<file path="src/rtl/ntt_pkg.sv">
// Shared constants, FSM state type and address helper for the NTT sequencer.
package ntt_pkg;

  localparam int unsigned KYBER_N      = 256;
  localparam int unsigned NUM_LAYERS   = 7;
  localparam int unsigned BF_PER_LAYER = 128;

  typedef enum logic [1:0] {
    StIdle,
    StIssue,
    StDrain
  } seq_state_e;

  // Lower address of butterfly b when the pair distance is 2**span_log.
  // The group index selects a 2*len block and the offset picks the slot inside it.
  function automatic logic [7:0] bf_addr_a(input logic [6:0] b, input logic [2:0] span_log);
    logic [7:0] mask;
    logic [7:0] grp;
    logic [7:0] ofs;
    mask = (8'd1 << span_log) - 8'd1;
    ofs  = {1'b0, b} & mask;
    grp  = {1'b0, b} >> span_log;
    return (grp << ({1'b0, span_log} + 4'd1)) | ofs;
  endfunction

endpackage

</file>
<file path="src/rtl/ntt_seq_delay.sv">
// Fixed-depth shift register that aligns write-back strobes with the butterfly pipeline.
// Shifts every cycle; asynchronous reset clears every stage.
module ntt_seq_delay #(
  parameter int unsigned Depth = 4,
  parameter int unsigned Width = 17
) (
  input  logic             clk,
  input  logic             rst_n,
  input  logic [Width-1:0] din,
  output logic [Width-1:0] dout
);

  logic [Width-1:0] stage_q [Depth];

  // Shift chain; stage 0 captures the issue side each cycle.
  always_ff @(posedge clk or negedge rst_n) begin
    if (!rst_n) begin
      for (int unsigned i = 0; i < Depth; i++) begin
        stage_q[i] <= '0;
      end
    end else begin
      stage_q[0] <= din;
      for (int unsigned i = 1; i < Depth; i++) begin
        stage_q[i] <= stage_q[i-1];
      end
    end
  end

  assign dout = stage_q[Depth-1];

endmodule

</file>
<file path="src/rtl/ntt_sequencer.sv">
// Address/control sequencer for a 256-point Kyber NTT/INTT: issues 128 butterflies per
// layer over 7 layers, then drains the datapath before the next layer.
// Optional feature: define NTT_SEQ_PERF_EN to enable the busy-cycle counter on cycle_cnt.
module ntt_sequencer
  import ntt_pkg::*;
#(
  parameter int unsigned PIPE_LAT = 4,
  parameter int unsigned ADDR_W   = 8,
  parameter int unsigned ZETA_W   = 7
) (
  input  logic              clk,
  input  logic              rst_n,
  input  logic              start,
  input  logic              is_ntt,
  input  logic              stall,
  output logic              busy,
  output logic              done,
  output logic              rd_valid,
  output logic [ADDR_W-1:0] rd_addr_a,
  output logic [ADDR_W-1:0] rd_addr_b,
  output logic [ZETA_W-1:0] zeta_addr,
  output logic [2:0]        layer,
  output logic              wr_en,
  output logic [ADDR_W-1:0] wr_addr_a,
  output logic [ADDR_W-1:0] wr_addr_b,
  output logic [15:0]       cycle_cnt
);

  localparam logic [6:0] LastBf    = 7'(BF_PER_LAYER - 1);
  localparam logic [2:0] LastLayer = 3'(NUM_LAYERS - 1);
  localparam logic [3:0] DrainLast = 4'(PIPE_LAT - 1);

  seq_state_e state_q, state_d;
  logic [6:0] b_q;
  logic [2:0] layer_q;
  logic [3:0] drain_q;
  logic       mode_q;
  logic       done_q;
  logic       drain_end;

  logic [2:0] span_log;
  logic [7:0] grp;
  logic [7:0] addr_a8;
  logic [7:0] addr_b8;
  logic [7:0] zeta8;

  assign drain_end = (state_q == StDrain) && (drain_q == DrainLast);

  // State register.
  always_ff @(posedge clk or negedge rst_n) begin
    if (!rst_n) state_q <= StIdle;
    else        state_q <= state_d;
  end

  // Next-state logic; stall only matters while issuing.
  always_comb begin
    state_d = state_q;
    unique case (state_q)
      StIdle:  if (start) state_d = StIssue;
      StIssue: if (!stall && (b_q == LastBf)) state_d = StDrain;
      StDrain: if (drain_end) state_d = (layer_q == LastLayer) ? StIdle : StIssue;
      default: state_d = StIdle;
    endcase
  end

  // Butterfly, layer and drain counters plus the registered completion pulse.
  always_ff @(posedge clk or negedge rst_n) begin
    if (!rst_n) begin
      b_q     <= '0;
      layer_q <= '0;
      drain_q <= '0;
      mode_q  <= 1'b0;
      done_q  <= 1'b0;
    end else begin
      unique case (state_q)
        StIdle: begin
          if (start) begin
            mode_q  <= is_ntt;
            b_q     <= '0;
            layer_q <= '0;
            drain_q <= '0;
          end
        end
        // b wraps 127 -> 0 on the last issue, ready for the next layer.
        StIssue: if (!stall) b_q <= b_q + 7'd1;
        StDrain: begin
          if (drain_end) begin
            drain_q <= '0;
            layer_q <= (layer_q == LastLayer) ? 3'd0 : layer_q + 3'd1;
          end else begin
            drain_q <= drain_q + 4'd1;
          end
        end
        default: ;
      endcase
      done_q <= drain_end && (layer_q == LastLayer);
    end
  end

  // Butterfly geometry: NTT halves the pair distance per layer, INTT doubles it.
  always_comb begin
    span_log = mode_q ? (3'd7 - layer_q) : (layer_q + 3'd1);
    grp      = {1'b0, b_q} >> span_log;
    addr_a8  = bf_addr_a(b_q, span_log);
    addr_b8  = addr_a8 + (8'd1 << span_log);
    zeta8    = mode_q ? ((8'd1 << layer_q) + grp) : ((8'd128 >> layer_q) - 8'd1 - grp);
  end

  // Outputs; everything on the issue side reads zero while idle.
  always_comb begin
    busy      = (state_q != StIdle);
    done      = done_q;
    rd_valid  = (state_q == StIssue) && !stall;
    rd_addr_a = '0;
    rd_addr_b = '0;
    zeta_addr = '0;
    layer     = '0;
    if (busy) begin
      rd_addr_a = ADDR_W'(addr_a8);
      rd_addr_b = ADDR_W'(addr_b8);
      zeta_addr = ZETA_W'(zeta8);
      layer     = layer_q;
    end
  end

  ntt_seq_delay #(
    .Depth (PIPE_LAT),
    .Width (1 + 2 * ADDR_W)
  ) u_delay (
    .clk   (clk),
    .rst_n (rst_n),
    .din   ({rd_valid, rd_addr_a, rd_addr_b}),
    .dout  ({wr_en, wr_addr_a, wr_addr_b})
  );

`ifdef NTT_SEQ_PERF_EN
  logic [15:0] cnt_q;

  // Busy-cycle counter: cleared when a start is accepted, saturates, holds when idle.
  always_ff @(posedge clk or negedge rst_n) begin
    if (!rst_n) begin
      cnt_q <= '0;
    end else if ((state_q == StIdle) && start) begin
      cnt_q <= '0;
    end else if (busy && (cnt_q != 16'hFFFF)) begin
      cnt_q <= cnt_q + 16'd1;
    end
  end

  assign cycle_cnt = cnt_q;
`else
  assign cycle_cnt = '0;
`endif

endmodule
</file>
<file path="config.mk">
export PLATFORM = sky130hd
export DESIGN_NAME = ntt_sequencer
export DESIGN_NICKNAME = d
export VERILOG_FILES = /design/src/rtl/ntt_pkg.sv /design/src/rtl/ntt_seq_delay.sv /design/src/rtl/ntt_sequencer.sv
export SDC_FILE = /design/constraint.sdc
export NUM_CORES = 1
export LEC_CHECK = 0
export ABC_CLOCK_PERIOD_IN_PS = 4500
export CAP_MARGIN = 30
export CORE_MARGIN = 10
export CORE_UTILIZATION = 50
export CTS_BUF_LIST = sky130_fd_sc_hd__clkbuf_4 sky130_fd_sc_hd__clkbuf_8 sky130_fd_sc_hd__clkbuf_16
export CTS_CLUSTER_DIAMETER = 120
export DETAILED_ROUTE_END_ITERATION = 12
export HOLD_SLACK_MARGIN = 0.08
export PLACE_DENSITY_LB_ADDON = 0.05
export SYNTH_ARGS = -nofsm -noshare
export SYNTH_HDL_FRONTEND = slang
export SYNTH_SLANG_ARGS = --single-unit
</file>
<file path="constraint.sdc">
create_clock -name clk -period 4.5 [get_ports clk]
set_input_delay 0.45 -clock clk [delete_from_list [all_inputs] [get_ports clk]]
set_output_delay 0.45 -clock clk [all_outputs]
set_load 0.02 [all_outputs]
</file>
# [Yosys cells after proc, flatten, opt, wreduce, memory -nomap -nowiden]
# Index checks and enable logic that the tools add are counted.
# Widths: inputs -> output; s select.
[totals] register_bits=86 word_cells=71
[classes] n_eq_ne=9 n_mux=21 shift=5 bitwise_logic=2 add_sub_neg=10 n_reduce_logical=14
[op_table] operator="$mux 7" n=4
[op_table] operator="$mux 8" n=2
[op_table] operator="$mux 3" n=5
[op_table] operator="$pmux 7 s2" n=1
[op_table] operator="$reduce_and 3->1" n=3
[op_table] operator="$add 8x8->8" n=1
[op_table] operator="$and 7x8->8" n=1
[op_table] operator="$mux 4" n=2
[op_table] operator="$ne 2x2->1 const B" n=4
[op_table] operator="$or 8x8->8" n=1
[op_table] operator="$pmux 4 s2" n=1
[op_table] operator="$shl 1x3->8 const A" n=1
[op_table] operator="$shl 8x4->8" n=1
[op_table] operator="$shr 7x3->8" n=1
[op_table] operator="$shr 8x3->7 const A" n=1
[op_table] operator="$sub 8x1->8 const B" n=1
[op_table] operator="$add 7x1->7 const B" n=1
[op_table] operator="$add 7x7->7" n=1
[op_table] operator="$eq 7x7->1 const B" n=1
[op_table] operator="$shl 1x3->7 const A" n=1
[op_table] operator="$sub 7x1->7 const B" n=1
[op_table] operator="$sub 7x7->7" n=1
[op_table] operator="$mux 2" n=3
[op_table] operator="$pmux 2 s3" n=1
[op_table] operator="other kinds (15)" n=21

# [Depth between registers and ports, before layout]
[depth] word_depth=8 mapped_depth=22 mapped_depth_nobuf=18

# [Hierarchy]
# A second synthesis with hierarchy kept.
[unflattened] hier_cells=480 hier_area_um2=4739.5
[modules_own_cells] module="ntt_sequencer" area_per_inst_um2=2910.3 cells_per_inst=395 n_inst=1
[modules_own_cells] module="ntt_seq_delay" area_per_inst_um2=1829.3 cells_per_inst=85 n_inst=1

# [Worst setup path before layout]
# No wires, ideal clock.
[synth_path] kind="flip-flop to output port" startpoint="reg layer_q[0]" endpoint="out rd_addr_b[5]" required_time_ps=4050 setup_slack_ps=-510 t_arrival_ps=4560 stages_incl_launch_ff=20 path_cell_list="dfrtp_1 > buf_2 > inv_1 > clkbuf_1 > ha_1 > nor2b_1 > clkbuf_1 > nor2_1 > nor2_1 > ha_1 > clkbuf_1 > nor4b_1 > a22o_1 > ha_1 > o311ai_0 > nor4b_1 > o211ai_1 > a31oi_1 > nor3_1 > nor3_1"
[synth_between] elab_chain_cells=8 elab_cells_between_ends=12 cone_classes="add/sub (5); shift (3); mux (2); bitwise (2)"
[synth_lines] item="start: declaration" line="ntt_sequencer.sv:35" text="logic [2:0] layer_q;"
[synth_lines] item="start signal: assignment" line="ntt_sequencer.sv:89" text="layer_q <= (layer_q == LastLayer) ? 3'd0 : layer_q + 3'd1;"
[synth_lines] item="$add 3x1->3 / $sub 3x3->3 (equally long branches)" line="ntt_sequencer.sv:102" text="span_log = mode_q ? (3'd7 - layer_q) : (layer_q + 3'd1);"
[synth_lines] item="$mux 3 (*)" line="ntt_sequencer.sv:102"
[synth_lines] item="$shl 1x3->8" line="ntt_pkg.sv:20, ntt_sequencer.sv:105"
[synth_lines] item="$sub 8x1->8" line="ntt_pkg.sv:20" text="mask = (8'd1 << span_log) - 8'd1;"
[synth_lines] item="$and 7x8->8" line="ntt_pkg.sv:21" text="ofs = {1'b0, b} & mask;"
[synth_lines] item="$or 8x8->8" line="ntt_pkg.sv:23" text="return (grp << ({1'b0, span_log} + 4'd1)) | ofs;"
[synth_lines] item="$add 8x8->8 (*)" line="ntt_sequencer.sv:105" text="addr_b8 = addr_a8 + (8'd1 << span_log);"
[synth_lines] item="$mux 8 (*)" line="ntt_sequencer.sv:118" text="if (busy) begin"
[synth_lines] item="end: declaration" line="ntt_sequencer.sv:20" text="output logic [ADDR_W-1:0] rd_addr_b,"
# Every way passes the cells marked *; elsewhere a longest branch is shown, timed or not.

# [Worst setup path in the final report]
[layout_path] startpoint="reg layer_q[1]" endpoint="out rd_addr_b[7]"
# Same word-level chain as after synthesis.

==> out/results.tsv <==
stage	metric	value	unit
run_status	status	complete, but fails checks	
run_status	failed_checks	negative setup slack	
synthesis	syn_inst	482	
timing	tightest_slew	697	ps
placement	portBuffers	50	
drt	dr.pass1.iters	5	
synthesis	yosysWarnings	0	
floorplan	placementRows	35	
drt	maxUsedRoutingLayer	met4	
clock_network	numCtsBuffers	9	
worst_setup_path	critPathLaunchType	flip-flop	
drt	wl_met1	5.30	mm
clock_network	cts-root-buf	clkbuf_8	
timing	slew_headroom	52.9	%
clock_network	h-tree-depth	3	
drt	drc	0	
timing	finalCriticalPeriod	4570	ps
grt	grt_pass1_wl	20.7	mm
min_path	hold_class	flip-flop to flip-flop	
clock_network	cts_tree	done	
floorplan	io_pins	67	
timing	rsz0062_at_grt	true	
worst_setup_path	end_kind	output port	
drt	vias_per_cell	5.25	
placement	dpl_cell_area	5800	um2
drt	routed_wl	12.6	mm
grt	grt_pass1_vias	4081	
clock_network	path_clk_slew	90	ps
timing	finalSetupTns	-70.7	ps
synthesis	netlist_area	4750	um2
worst_setup_path	cp_top_family	compound AO/OA/AOI/OAI gates	
worst_setup_path	cp.arrival	4120	ps
placement	place_hpwl	9.29	mm
finish	finalNonFillerCells	750	
drt	antenna_left	0	
worst_setup_path	cpMaxStageDelayCell	dfrtp_1	
finish	antenna_cells	0	
finish	syn_to_final_growth	37.8	%
clock_network	cts_sinks	86	
job	cap_violations	0	
drt	vias	3941	
placement	gp_congestion	0.900	
timing	finalClockSkew	13.7	ps
worst_setup_path	cpPeakStageDelay	410	ps
timing	hold_viol	0	
drt	wl_per_cell	16.8	um
worst_setup_path	crit_chain	ha_2, ha_4, mux2_4, buf_6, inv_4, mux2i_4, o211ai_1, o21ai_1, a21oi_2, o21ai_2, nand2_2, ha_4, nand2_4, nor4b_4, o211ai_1, a21oi_2, xor2_1, xnor2_1, nor2_2, buf_6	
power_and_ir_drop	irDropWorstVdd	0.243	mV
floorplan	fp.coreArea	9240	um2
drt	wl_met3	771	um
grt	grt_antenna_before_repair	0	
grt	grt.total_usage	18.2	%
floorplan	die_width	117	um
timing	final-max-slew-violation-count	0	
power_and_ir_drop	power.total	3.41	mW
placement	place_inst	701	
synthesis	ys_seq_elements	86	
synthesis	synth.avg_cell_area	9.86	um2
worst_setup_path	critPathMaxFanout	4	
floorplan	fp.dieArea	13800	um2
finish	final_cell_area	6550	um2
finish	nets	654	
worst_setup_path	worstSetupPathType	flip-flop to output port	
timing	setup_slack	-70.7	ps
power_and_ir_drop	p_leak	3.13	nW
worst_setup_path	path_buf_inv	3	
finish	final_cell_mix	buf_4, dfrtp_1, nand2_1, clkdlybuf4s50_1, nor2_1	
synthesis	synth.distinct_cells	58	
clock_network	clk_latency	370	ps
drt	wl_met2	6.09	mm
timing	finalCritPeriodShare	102	%
power_and_ir_drop	p_per_area	521	nW/um2
finish	final_common_cell	buf_4	
timing	timing.fmax	219	MHz
floorplan	fp.dieH	117	um
drt	drtIter0Drc	332	
grt	grt_max_degree	54	
synthesis	ys_seq_area_share	45.3	%
worst_setup_path	cp_data_required_time	4050	ps
synthesis	yosys_most_used_dff	dfrtp_1	
finish	drive_gt1_share	32.0	%
synthesis	synth-edff-count	0	
timing	setup_violations	1	
placement	detailedPlace.worstSlack	-433	ps
floorplan	initial_core_util	51.4	%
clock_network	cts_buffer_depth	2	
synthesis	synthArstFlopShare	100	%
grt	globalRoute.totalOverflow	0	
==> stage by stage <==
step | hold slack, ps | util [%]
6_report | 349 | 70.8
5_1_grt | 347 | 70.8
4_1_cts | 347 | 68.9
3_5_place_dp | 335 | 62.7
3_3_place_gp | 332 | 62.5
2_1_floorplan | 154 | -
==> cells by family (layout without fill, tap and decap cells) <==
| family | Yosys count | after routing | synth area share [%] |
|---|---|---|---|
| AOI/OAI and AO/OA | 106 | 106 | 14.5 |
| xor gates and xnor gates | 21 | 21 | 3.87 |
| adders and majority gates | 32 | 32 | 8.74 |
| buffers and inverters | 80 | 204 | 9.24 |
| DFF | 86 | 86 | 45.3 |
| muxes | 15 | 15 | 3.90 |
| other | 1 | 16 | 0.0789 |
| and+or+nand+nor | 141 | 141 | 14.4 |
==> worst reg2reg max path, delay by kind of cell, from the launching register on <==
family | cells | cell delay [ps]
XOR/XNOR | 2 | 340
multiplexers | 2 | 520
AND/OR/NAND/NOR | 4 | 450
buffers and inverters | 4 | 470
AO/OA/AOI/OAI | 6 | 960
adder cells (fa/ha/maj) | 3 | 730
flip-flops | 1 | 410
==> synth_stat cells, drive strengths merged (2+ instances only) <==
library cell	n	area, um2
nor3	9	50.1
o22ai	3	18.8
nor2	40	150
or3	3	18.8
o21ai	24	120
a22o	5	43.8
o211ai	7	52.6
a211oi	3	22.5
o21bai	4	30.0
nor3b	3	22.5
nor2b	9	56.3
nand2	41	154
nand3	6	30.0
o311ai	2	17.5
o41ai	2	17.5
nand2b	7	43.8
mux2	5	60.1
ha	30	375
a21oi	28	144
fa	2	40.0
clkbuf	19	72.6
inv	22	85.1
a21o	7	52.6
xor2	8	70.1
and2	9	56.3
xnor2	13	114
mux4	2	45.0
and3	5	31.3
o21a	4	30.0
mux2i	8	80.1
nor4b	2	17.5
buf	39	282
nand4	3	18.8
a31oi	7	43.8
dfrtp	86	2150
==> cell type report <==
class	instances	area, um2
clock buffer	9	124
sequential	86	2150
timing repair buffer	167	1400
tap	129	161
multi-input combinational	331	2500
clock inverter	6	118
fill	701	2690
inverter	22	85.1
==> layer usage <==
| metal | up-vias | GRT usage (%) |
|---|---|---|
| met2 | 127 | 30.4 |
| met5 | - | 0 |
| met1 | 1885 | 21.1 |
| li1 | 1893 | - |
| met3 | 36 | 5.37 |
| met4 | 0 | 7.88 |
==> final timing paths <==
check	startpoint	to	slack (ps)	cells past startpoint
max	layer_q[1]	rd_addr_b[7]	-70	20
min	u_delay.stage_q[66]	u_delay.stage_q[49]	350	0
max reg2reg	layer_q[1]	u_delay.stage_q[58]	520	21
min reg2reg	u_delay.stage_q[66]	u_delay.stage_q[49]	350	0
max in group asynchronous	rst_n	u_delay.dout[3]	3330	3
min in group asynchronous	rst_n	b_q[5]	570	2
==> state kept, by name, summed over array words and instances, names as in the netlist <==
name	cells
layer_q	3
drain_q	4
state_q	2
mode_q	1
b_q	7
u_delay.dout	17
u_delay.stage_q	51
done	1
==> where the power goes <==
| group | switching [mW] | leakage (nW) | internal [mW] | total, mW |
|---|---|---|---|---|
| Clock | 0.291 | 0.118 | 0.371 | 0.662 |
| Combinational | 0.813 | 1.94 | 0.806 | 1.62 |
| Sequential | 0.102 | 1.07 | 1.02 | 1.13 |
==> what timing repair did <==
action,4_1_cts,5_1_grt
resized for setup,68,31
setup endpoints to repair,10,11
hold buffers,1,0
hold endpoints to repair,33,0
buffers inserted,23,11
pin swaps,27,24
Power figures use the tool's default switching activity.
